## config.mk

```make
export PLATFORM = sky130hd
export DESIGN_NAME = lc3_mem_access_flat
export DESIGN_NICKNAME = d
export VERILOG_FILES = /design/src/rtl/lc3_mem_access_if.sv /design/src/rtl/lc3_mem_access.sv /design/src/flat_wrapper.sv
export SDC_FILE = /design/constraint.sdc
export NUM_CORES = 1
export LEC_CHECK = 0
export BUFFER_PORTS_ARGS = -buffer_cell sky130_fd_sc_hd__buf_2
export CORE_ASPECT_RATIO = 0.7
export CORE_MARGIN = 2
export CORE_UTILIZATION = 30
export DETAILED_ROUTE_END_ITERATION = 7
export PLACE_DENSITY = 0.57
export RECOVER_POWER = 50
export SYNTH_ARGS = -nofsm -noshare
export SYNTH_HDL_FRONTEND = slang
export SYNTH_SLANG_ARGS = --single-unit
```

## constraint.sdc

```tcl
create_clock -name clk -period 5.8 [get_ports clk]
set_clock_uncertainty 0.1 [all_clocks]
set_input_delay 0 -clock clk [delete_from_list [all_inputs] [get_ports clk]]
set_output_delay 0 -clock clk [all_outputs]
set_load 0.03 [all_outputs]
```

## src/rtl/lc3_mem_access_if.sv

```systemverilog
// Data-memory bus between the LC3 memory-access stage and data memory.
// Request side holds Data_req/rd/addr/din steady until a one-cycle Data_ack.
// Data_rdata is only meaningful in the Data_ack cycle of a read.
interface lc3_mem_access_if;
  logic        Data_req;
  logic        Data_rd;
  logic [15:0] Data_addr;
  logic [15:0] Data_din;
  logic        Data_ack;
  logic [15:0] Data_rdata;

  modport master (
    output Data_req, Data_rd, Data_addr, Data_din,
    input  Data_ack, Data_rdata
  );

  modport slave (
    input  Data_req, Data_rd, Data_addr, Data_din,
    output Data_ack, Data_rdata
  );
endinterface

```

## src/rtl/lc3_mem_access.sv

```systemverilog
// Purpose: LC3 memory-access responder: read, indirect-pointer read or write per mem_state.
// Latency: Data_req one cycle after mem_state; complete_data two cycles after Data_ack.
// Backpressure: waits on Data_ack indefinitely, or aborts after TIMEOUT request cycles.
module lc3_mem_access #(
  parameter int TIMEOUT = 255
) (
  input  logic             clk,
  input  logic             rst,
  input  logic [1:0]       mem_state,
  input  logic             new_instr,
  input  logic [15:0]      M_Addr,
  input  logic [15:0]      M_Data,
  output logic             complete_data,
  output logic             mem_err,
  output logic [15:0]      Data_dout,
  lc3_mem_access_if.master mem
);

  typedef enum logic [1:0] {IDLE, REQ, DONE} state_t;

  localparam logic [15:0] TMO = TIMEOUT[15:0];

  state_t      state_q, state_d;
  logic        served_q, served_d;
  logic [1:0]  cap_state_q, cap_state_d;
  logic        ind_valid_q, ind_valid_d;
  logic [15:0] ind_ptr_q, ind_ptr_d;
  logic        req_q, req_d;
  logic        rd_q, rd_d;
  logic [15:0] addr_q, addr_d;
  logic [15:0] din_q, din_d;
  logic [15:0] dout_q, dout_d;
  logic        err_q, err_d;
  logic [15:0] cnt_q, cnt_d;
  logic        served_clr;

  // Any code change, idle code or new instruction re-arms the stage for another access.
  assign served_clr = (mem_state != cap_state_q) || (mem_state == 2'd3) || new_instr;

  // Next-state and registered-output logic for the IDLE/REQ/DONE sequencer.
  always_comb begin
    state_d     = state_q;
    served_d    = served_q;
    cap_state_d = cap_state_q;
    ind_valid_d = ind_valid_q;
    ind_ptr_d   = ind_ptr_q;
    req_d       = req_q;
    rd_d        = rd_q;
    addr_d      = addr_q;
    din_d       = din_q;
    dout_d      = dout_q;
    err_d       = err_q;
    cnt_d       = cnt_q;

    case (state_q)
      IDLE: begin
        if (mem_state == 2'd3) begin
          ind_valid_d = 1'b0;
        end
        // Use the already-cleared view of served so an LDI second access issues
        // one cycle after the controller switches code.
        if ((mem_state != 2'd3) && !(served_q && !served_clr)) begin
          state_d     = REQ;
          cap_state_d = mem_state;
          addr_d      = (ind_valid_q && (mem_state != 2'd1)) ? ind_ptr_q : M_Addr;
          din_d       = M_Data;
          rd_d        = (mem_state != 2'd2);
          req_d       = 1'b1;
          cnt_d       = '0;
        end
      end
      REQ: begin
        if (mem.Data_ack) begin
          req_d   = 1'b0;
          state_d = DONE;
          if (rd_q) begin
            dout_d = mem.Data_rdata;
          end
          if (cap_state_q == 2'd1) begin
            ind_ptr_d   = mem.Data_rdata;
            ind_valid_d = 1'b1;
          end else if (ind_valid_q) begin
            ind_valid_d = 1'b0;
          end
        end else if ((TIMEOUT != 0) && ((cnt_q + 16'd1) == TMO)) begin
          // Abort so the pipeline never hangs on a dead memory.
          req_d   = 1'b0;
          err_d   = 1'b1;
          dout_d  = '0;
          state_d = DONE;
        end else begin
          cnt_d = cnt_q + 16'd1;
        end
      end
      DONE: begin
        served_d = 1'b1;
        state_d  = IDLE;
      end
      default: state_d = IDLE;
    endcase

    // Clears take priority over the DONE set.
    if (served_clr) begin
      served_d = 1'b0;
    end
    if (new_instr) begin
      ind_valid_d = 1'b0;
    end
  end

  // State and output registers; reset drops the request immediately.
  always_ff @(posedge clk or negedge rst) begin
    if (!rst) begin
      state_q     <= IDLE;
      served_q    <= 1'b0;
      cap_state_q <= 2'd3;
      ind_valid_q <= 1'b0;
      ind_ptr_q   <= '0;
      req_q       <= 1'b0;
      rd_q        <= 1'b0;
      addr_q      <= '0;
      din_q       <= '0;
      dout_q      <= '0;
      err_q       <= 1'b0;
      cnt_q       <= '0;
    end else begin
      state_q     <= state_d;
      served_q    <= served_d;
      cap_state_q <= cap_state_d;
      ind_valid_q <= ind_valid_d;
      ind_ptr_q   <= ind_ptr_d;
      req_q       <= req_d;
      rd_q        <= rd_d;
      addr_q      <= addr_d;
      din_q       <= din_d;
      dout_q      <= dout_d;
      err_q       <= err_d;
      cnt_q       <= cnt_d;
    end
  end

  assign complete_data = served_q && (mem_state == cap_state_q);
  assign mem_err       = err_q;
  assign Data_dout     = dout_q;
  assign mem.Data_req  = req_q;
  assign mem.Data_rd   = rd_q;
  assign mem.Data_addr = addr_q;
  assign mem.Data_din  = din_q;

endmodule

```

## src/flat_wrapper.sv

```systemverilog
// flat-port wrapper written by rule: the top's interface ports become plain ports
module lc3_mem_access_flat 
#(
  parameter int TIMEOUT = 255
)
  (clk, rst, mem_state, new_instr, M_Addr, M_Data, complete_data, mem_err, Data_dout, mem_Data_req, mem_Data_rd, mem_Data_addr, mem_Data_din, mem_Data_ack, mem_Data_rdata);
  lc3_mem_access_if mem_i ();
  input  logic clk;
  input  logic rst;
  input  logic [1:0] mem_state;
  input  logic new_instr;
  input  logic [15:0] M_Addr;
  input  logic [15:0] M_Data;
  output logic complete_data;
  output logic mem_err;
  output logic [15:0] Data_dout;
  output wire logic [$bits(mem_i.Data_req)-1:0] mem_Data_req;
  output wire logic [$bits(mem_i.Data_rd)-1:0] mem_Data_rd;
  output wire logic [$bits(mem_i.Data_addr)-1:0] mem_Data_addr;
  output wire logic [$bits(mem_i.Data_din)-1:0] mem_Data_din;
  input wire logic [$bits(mem_i.Data_ack)-1:0] mem_Data_ack;
  input wire logic [$bits(mem_i.Data_rdata)-1:0] mem_Data_rdata;
  assign mem_Data_req = mem_i.Data_req;
  assign mem_Data_rd = mem_i.Data_rd;
  assign mem_Data_addr = mem_i.Data_addr;
  assign mem_Data_din = mem_i.Data_din;
  assign mem_i.Data_ack = mem_Data_ack;
  assign mem_i.Data_rdata = mem_Data_rdata;
  lc3_mem_access #(.TIMEOUT(TIMEOUT)) u_core (.clk(clk), .rst(rst), .mem_state(mem_state), .new_instr(new_instr), .M_Addr(M_Addr), .M_Data(M_Data), .complete_data(complete_data), .mem_err(mem_err), .Data_dout(Data_dout), .mem(mem_i));
endmodule
```

==> results of run 1 <==
-- final timing paths --
check                           slack, ns                                   to  cells after the start                                start
worst min register to register       0.38  u_core.mem.Data_addr[7]$_DFFE_PN0P_                      2  u_core.mem.Data_addr[7]$_DFFE_PN0P_
worst min-delay path                 0.20      u_core.Data_dout[4]$_DFFE_PN0P_                      3                         mem_Data_ack
max in group asynchronous            3.39      u_core.ind_ptr_q[8]$_DFFE_PN0P_                      3                                  rst
worst max register to register       2.99     u_core.Data_dout[14]$_DFFE_PN0P_                      7          u_core.cnt_q[1]$_DFFE_PN0P_
min in group asynchronous            0.64  u_core.mem.Data_din[15]$_DFFE_PN0P_                      2                                  rst
worst max-delay path                 2.99     u_core.Data_dout[14]$_DFFE_PN0P_                      7          u_core.cnt_q[1]$_DFFE_PN0P_
-- cells by family after synthesis --
family	count (synthesis)	share of synthesized area
flip-flops	89	0.512
XOR/XNOR	8	0.0161
AO/OA/AOI/OAI	112	0.161
multiplexers	51	0.127
AND/OR/NAND/NOR	110	0.130
buffers and inverters	50	0.0482
adder cells (fa/ha/maj)	2	0.00574
-- cell usage after synthesis, drive strengths merged, types with 2 or more instances --
library cell | instances | area (um^2)
o31a | 2 | 17.5
ha | 2 | 25.0
or3 | 2 | 17.5
xor2 | 2 | 17.5
nand2b | 3 | 18.8
o31ai | 3 | 27.5
a21oi | 12 | 63.8
o21ai | 70 | 354
inv | 22 | 82.6
buf | 8 | 52.5
nor2 | 14 | 52.6
nor2b | 2 | 12.5
and3 | 8 | 50.1
mux2 | 33 | 372
dfrtp | 87 | 2180
a22oi | 16 | 120
o21bai | 2 | 26.3
nor3 | 8 | 50.1
mux2i | 18 | 180
nand3 | 9 | 45.0
and2 | 3 | 18.8
nand2 | 49 | 184
clkbuf | 20 | 75.1
xnor2 | 6 | 52.6
nor4 | 2 | 18.8
dfstp | 2 | 52.6
o2111ai | 2 | 41.3
nand4 | 4 | 46.3
-- worst max-delay path: cells and delay by family (launching register included) --
| family | cells | cell delay, ns |
|---|---|---|
| adder cells (fa/ha/maj) | 1 | 0.31 |
| AO/OA/AOI/OAI | 4 | 1.09 |
| AND/OR/NAND/NOR | 2 | 0.72 |
| flip-flops | 1 | 0.44 |
-- where the power goes --
part	leakage, nW	switching, mW	internal, mW
clock	0.159	0.232	0.388
sequential	1.07	0.197	0.875
combinational	1.39	0.756	0.383
total	2.62	1.19	1.65
-- per-layer routing --
layer / global-route usage / up-vias
met5: 0 / -
met4: 0.0388 / 0
met3: 0.0493 / 11
met2: 0.234 / 112
met1: 0.196 / 1742
li1: - / 1763
-- sequential cells by signal (all words and copies together) (netlist names), 2 cells and up --
register              count
u_core.mem.Data_din      16
u_core.state_q            2
u_core.mem.Data_addr     16
u_core.cap_state_q        2
u_core.cnt_q             16
u_core.Data_dout         16
u_core.ind_ptr_q         16
-- final cells by class --
type | instances | area share
clock inverters | 5 | 0.0136
inverters | 22 | 0.0143
flip-flops and latches | 89 | 0.385
clock buffers | 11 | 0.0419
well taps | 190 | 0.0411
multi-input cells | 283 | 0.332
repair buffers | 159 | 0.172
-- per-stage QoR --
step / setup WS (ns) / hold WS (ns) / power, mW / instances
after detailed placement: 2.98 / -0.107 / 2.24 / 691
after global placement: 3.14 / -0.113 / 2.20 / 691
after CTS: 2.97 / 0.0744 / 2.90 / 759
after global routing: 2.79 / 0.224 / 3.02 / 759
final: 2.99 / 0.198 / 2.83 / 759
after floorplan: 3.44 / -0.396 / 1.89 / 422
-- timing repair --
action / 4_1_cts / 5_1_grt
hold buffers: 52 / 0
resized for setup: 0 / 0
buffers inserted: 0 / 0
endpoints found under the hold margin: 103 / 0
==> results_dict.tcl, run 1 <==
set metrics [dict create \
    startpoint_type "flip-flop" \
    wirelength_um 11300 \
    max_stage_delay_ns 0.55 \
    htree_num_levels 3 \
    ys_seq_elements 89 \
    first_global_vias 3668 \
    core.rowCount 36 \
    hp-class "input port to flip-flop" \
    io_buffers 105 \
    final_nets 620 \
    remaining_drc_errors 0 \
    synth_top_flop_cell "dfrtp_1" \
    fp.dieArea_um2 15500 \
    slowest_stage "or4b_1" \
    min_period_ns 2.81 \
    grt_max_degree 57 \
    clkSlewWorstSetupHoldPaths_ns 0.06 \
    maxCapViolations 1 \
    final_cell_mix "dfrtp_1 (87), o21ai_0 (67), clkbuf_1 (53), buf_2 (53), dlygate4sd3_1 (52)" \
    power_per_cell_area_nw_per_um2 489 \
    synth_nets 478 \
    post-route-util 0.412 \
    place_area_um2 5010 \
    wl_met2_um 4910 \
    dp_hpwl_um 7710 \
    drive_gt1_frac 0.213 \
    post-route-period-util 0.485 \
    rsz0062_at_grt "false" \
    crit_fanout 20 \
    synth-seq-area-share 0.512 \
    seqCellArea_um2 2230 \
    final.setup.tns_ns 0 \
    synth_edf_count 0 \
    grt_pass1_wl_um 18300 \
    worstPathRequired_ns 5.89 \
    avgViaCountPerCell 4.78 \
    antenna_found_initial 0 \
    floorplan.initialDensity 0.310 \
    pin_count 106 \
    fmax_mhz 356 \
    power_leakage_nw 2.62 \
    first_pass_iters 4 \
    hold_viol_final 0 \
    wl_per_cell_um 14.9 \
    clk_latency_ns 0.33 \
    violations "capacitance limit, slew limit" \
    ant_nets 0 \
    final_common_cell "dfrtp_1" \
    nFillCells 1399 \
    drtIter0Drc 207 \
    syn_area_um2 4360 \
    tritoncts "yes" \
    path_class "flip-flop to flip-flop" \
    max-vdd-ir-drop_v 0.000201 \
    cts_sinks 89 \
    drt-met1-wl_um 5520 \
    dr_wl_met3_um 789 \
    cp_cell_sequence "ha_1 > nand4_4 > or4b_1 > a21oi_2 > o2111ai_4 > o21bai_4 > o21ai_0" \
    root_buffer "clkbuf_16" \
    ys.warnings.count 0 \
    design_area_um2 5790 \
    multi_input_area_um2 1920 \
    synthDistinctLibCells 53 \
    relSlewSlack -0.290 \
    vias 3628 \
    area_growth_pct 32.9 \
    crit_path_end_kind "flip-flop" \
    fp.dieW_um 148 \
    async_flop_share 1.00 \
    grt_usage 0.148 \
    diodes 0 \
    gp_congestion 0.875 \
    finalMaxSlewViolations 36 \
    setup_viol_count_final 0 \
    top_layer "met4" \
    grt_overflow 0 \
    chipHeight_um 105 \
    synth_area_per_cell_um2 10.3 \
    netlist_instances 422 \
    worst_pin_slew_ns 1.93 \
    core_um2 14100 \
    cts.path.max_buffers 2 \
    status "finished, violations left" \
    crit_arrival_ns 2.90 \
    numCtsBuffers 9 \
]
Power figures use the tool's default switching activity.
==> run 2: changes to the inputs <==
--- a/config.mk
+++ b/config.mk
@@ -5,6 +5,7 @@
 export SDC_FILE = /design/constraint.sdc
 export NUM_CORES = 1
 export LEC_CHECK = 0
+export ABC_AREA = 1
 export BUFFER_PORTS_ARGS = -buffer_cell sky130_fd_sc_hd__buf_2
 export CORE_ASPECT_RATIO = 0.7
 export CORE_MARGIN = 2
==> constraint.sdc (replaced) <==
create_clock -name clk -period 2.8 [get_ports clk]
set_clock_uncertainty 0.1 [all_clocks]
set_input_delay 0 -clock clk [delete_from_list [all_inputs] [get_ports clk]]
set_output_delay 0 -clock clk [all_outputs]
set_load 0.03 [all_outputs]
==> run 2 against run 1 <==
  * The flow now finishes without violations
  * Die area up 4.2%
  * Sequential share of layout area down 1.2 points
  * Maximum frequency up 16%
  * Via count up 15%
  * Wire length up 7.2%
  * Non-clock buffer count up 5
  * Critical path depth up 7
  * Sequential power up 98%
  * Synthesized cell count up 38%
  * Clock power up 85%
  * Clock-buffer cell count unchanged
  * Largest cell class unchanged
  * Largest power group unchanged
==> results_dict.tcl, run 2 <==
set metrics [dict create \
    setup_ws_ns 0.367 \
    cp_top_family "simple AND/OR/NAND/NOR gates" \
    synth_edf_count 0 \
    status "finished, final reports clean" \
    wirelength_um 12100 \
    htree_num_levels 3 \
    grt_usage 0.158 \
    tritoncts "yes" \
    final_common_cell "nand2_1" \
    crit_fanout 31 \
    pre_cts_ws_ns 0.373 \
    p_seq_frac 0.378 \
    cp.depth 14 \
    post_synth_most_frequent_cells "nand2_1 (233), dfrtp_1 (87), inv_1 (45)" \
    critPathBufInv 0 \
    remaining_drc_errors 0 \
    fmax_mhz 411 \
    area_growth_pct 31.6 \
    syn_area_um2 4540 \
    final_nets 791 \
    post-route-period-util 0.869 \
    cp-startpoint "u_core.cnt_q[1]$_DFFE_PN0P_" \
    swShare 0.462 \
    dp_hpwl_um 8570 \
    core.rowCount 37 \
    max-vdd-ir-drop_v 0.000662 \
    crit_path_end_kind "flip-flop" \
    ys_seq_elements 89 \
    avgViaCountPerCell 4.45 \
    grt_max_degree 41 \
    r2r_end "u_core.cnt_q[13]$_DFFE_PN0P_" \
    synth_area_per_cell_um2 7.78 \
    min_period_ns 2.43 \
    netlist_instances 584 \
    startpoint_type "flip-flop" \
    reg2reg_depth 14 \
    power_per_cell_area_nw_per_um2 938 \
    cts-hold-fix-buffers 53 \
    io_buffers 105 \
    cts_sinks 89 \
    ant_nets 0 \
    crit_arrival_ns 2.55 \
    hold_viol_final 0 \
    multi_input_area_um2 2010 \
    first_global_vias 3935 \
    floorplan.initialDensity 0.308 \
    drtIter0Drc 363 \
    synth.area.top_cells "dfrtp_1 (48%), nand2_1 (19%), o21ai_0 (3.9%), inv_1 (3.7%), nand3_1 (3.4%)" \
    p_comb_frac 0.418 \
    cp_cell_sequence "ha_1 > nand2_2 > nor2_4 > nand2_1 > nand2_1 > nand2_1 > nor2_1 > nand2_1 > nor2_1 > nand3_2 > nand2_4 > nand2_4 > nand2_1 > o21ai_2" \
    endpoint "u_core.cnt_q[13]$_DFFE_PN0P_" \
    ys.warnings.count 0 \
    internal_power_mw 3.02 \
    first_pass_iters 4 \
    final_cell_mix "nand2_1 (233), dfrtp_1 (87), buf_2 (54)" \
    max_stage_delay_ns 0.44 \
    cpMostUsedCell "nand2_1" \
    yosysMostFrequentCell "nand2_1" \
    relSlewSlack 0.198 \
    async_flop_share 1.00 \
    cts.path.max_buffers 2 \
    rrSetupSlack_ns 0.37 \
    chipHeight_um 107 \
    wl_per_cell_um 13.0 \
    clkSlewWorstSetupHoldPaths_ns 0.07 \
    hp-class "input port to flip-flop" \
    power_leakage_nw 2.91 \
    path_class "flip-flop to flip-flop" \
    setup_viol_count_final 0 \
    rsz0062_at_grt "false" \
    nFillCells 1488 \
    root_buffer "clkbuf_16" \
    grt_overflow 0 \
    worstPathRequired_ns 2.92 \
    maxCapViolations 0 \
    r2r_start "u_core.cnt_q[1]$_DFFE_PN0P_" \
    seqCellArea_um2 2230 \
    core_um2 14800 \
    drive_gt1_frac 0.180 \
    pin_count 106 \
    numCtsBuffers 9 \
    diodes 0 \
    synth-seq-area-share 0.491 \
    synthDominantCellAreaShare 0.479 \
    antenna_found_initial 0 \
    vias 4164 \
    fin_total_pwr_mw 5.61 \
    fp.dieArea_um2 16200 \
    grt_pass1_wl_um 20000 \
    p_sw_mw 2.59 \
    worst_pin_slew_ns 1.20 \
    synthDistinctLibCells 25 \
    slowest_stage "dfrtp_1" \
    gp_congestion 0.815 \
    cts_resized 0 \
    fp.dieW_um 151 \
    clk_latency_ns 0.34 \
    clkPwrFrac 0.204 \
    final.setup.tns_ns 0 \
    synth_nets 640 \
    postCtsSetupRepairBufs 0 \
    synth_top_flop_cell "dfrtp_1" \
    yosys.area.top_type "dfrtp_1" \
    finalMaxSlewViolations 0 \
]
## run 2: changes by cell type after synthesis, moves of 8 or more
cell     change
mux2_2      -33
inv_1       +23
o21ai_2     +14
nand2_1    +184
o21ai_0     -32
nand3_1     +22
and3_1       -8
a22oi_1     -16
mux2i_1     -18
nand4_1     +21
nand2_2     +17
nor2_1      +21
## run 2: through the flow
stage | utilization | hold WS [ns] | instances | cell area (um^2)
2_1_floorplan | - | -0.396 | 584 | 4540
3_3_place_gp | 0.355 | -0.0701 | 866 | 5240
3_5_place_dp | 0.355 | -0.0706 | 866 | 5240
4_1_cts | 0.410 | 0.121 | 935 | 6050
5_1_grt | 0.405 | 0.309 | 935 | 5980
6_report | 0.405 | 0.288 | 935 | 5980
## run 2: layer usage
| metal | wire (um) | global-route usage | vias up | share of wire |
|---|---|---|---|---|
| li1 | - | - | 2148 | - |
| met4 | 145 | 0.0427 | 0 | 0.012 |
| met2 | 5060 | 0.226 | 113 | 0.42 |
| met1 | 6260 | 0.241 | 1894 | 0.52 |
| met3 | 679 | 0.0315 | 9 | 0.056 |
| met5 | 0 | 0 | - | 0 |
## run 2: power by group through the flow
stage	combinational (mW)	clock (mW)	sequential, mW
floorplan	1.08	0	2.74
global placement	2.39	0	2.13
detailed placement	2.41	0	2.12
CTS	2.46	1.17	2.11
global route	2.59	1.23	2.18
finish	2.34	1.15	2.12
## run 2: logic make-up (layout without fill, tap and decap cells)
group           Yosys count  in the layout  share of synthesized area
simple gates            360            360                      0.355
flops                    89             89                      0.491
buf+inv                  74            230                     0.0686
compound gates           57             57                     0.0763
fa+ha+maj                 2              2                    0.00551
xor+xnor                  2              2                    0.00386
## run 2: worst reg2reg max path: cells and delay by family (launching register included)
kind,cells,cell delay (ns)
AOI/OAI and AO/OA,1,0.06
DFF,1,0.44
adders and majority gates,1,0.27
and+or+nand+nor,12,1.47
## run 2: final cells by class
class,count,share of cell area
multi-input cells,421,0.335
well taps,195,0.0408
repair buffers,164,0.173
clock inverters,5,0.00628
flip-flops and latches,89,0.373
clock buffers,11,0.0406
inverters,50,0.0314
## run 2: worst min path at each step
stage,depth (start not counted),endpoint,slack (ns),start
global route,4,u_core.mem.Data_din[12]$_DFFE_PN0P_,0.31,M_Data[12]
CTS,2,u_core.mem.Data_din[10]$_DFFE_PN0P_,0.12,rst
detailed placement,1,u_core.mem.Data_din[10]$_DFFE_PN0P_,-0.07,rst
finish,4,u_core.mem.Data_din[14]$_DFFE_PN0P_,0.29,M_Data[14]
floorplan,0,u_core.Data_dout[0]$_DFFE_PN0P_,-0.40,rst
global placement,1,u_core.mem.Data_din[12]$_DFFE_PN0P_,-0.07,rst
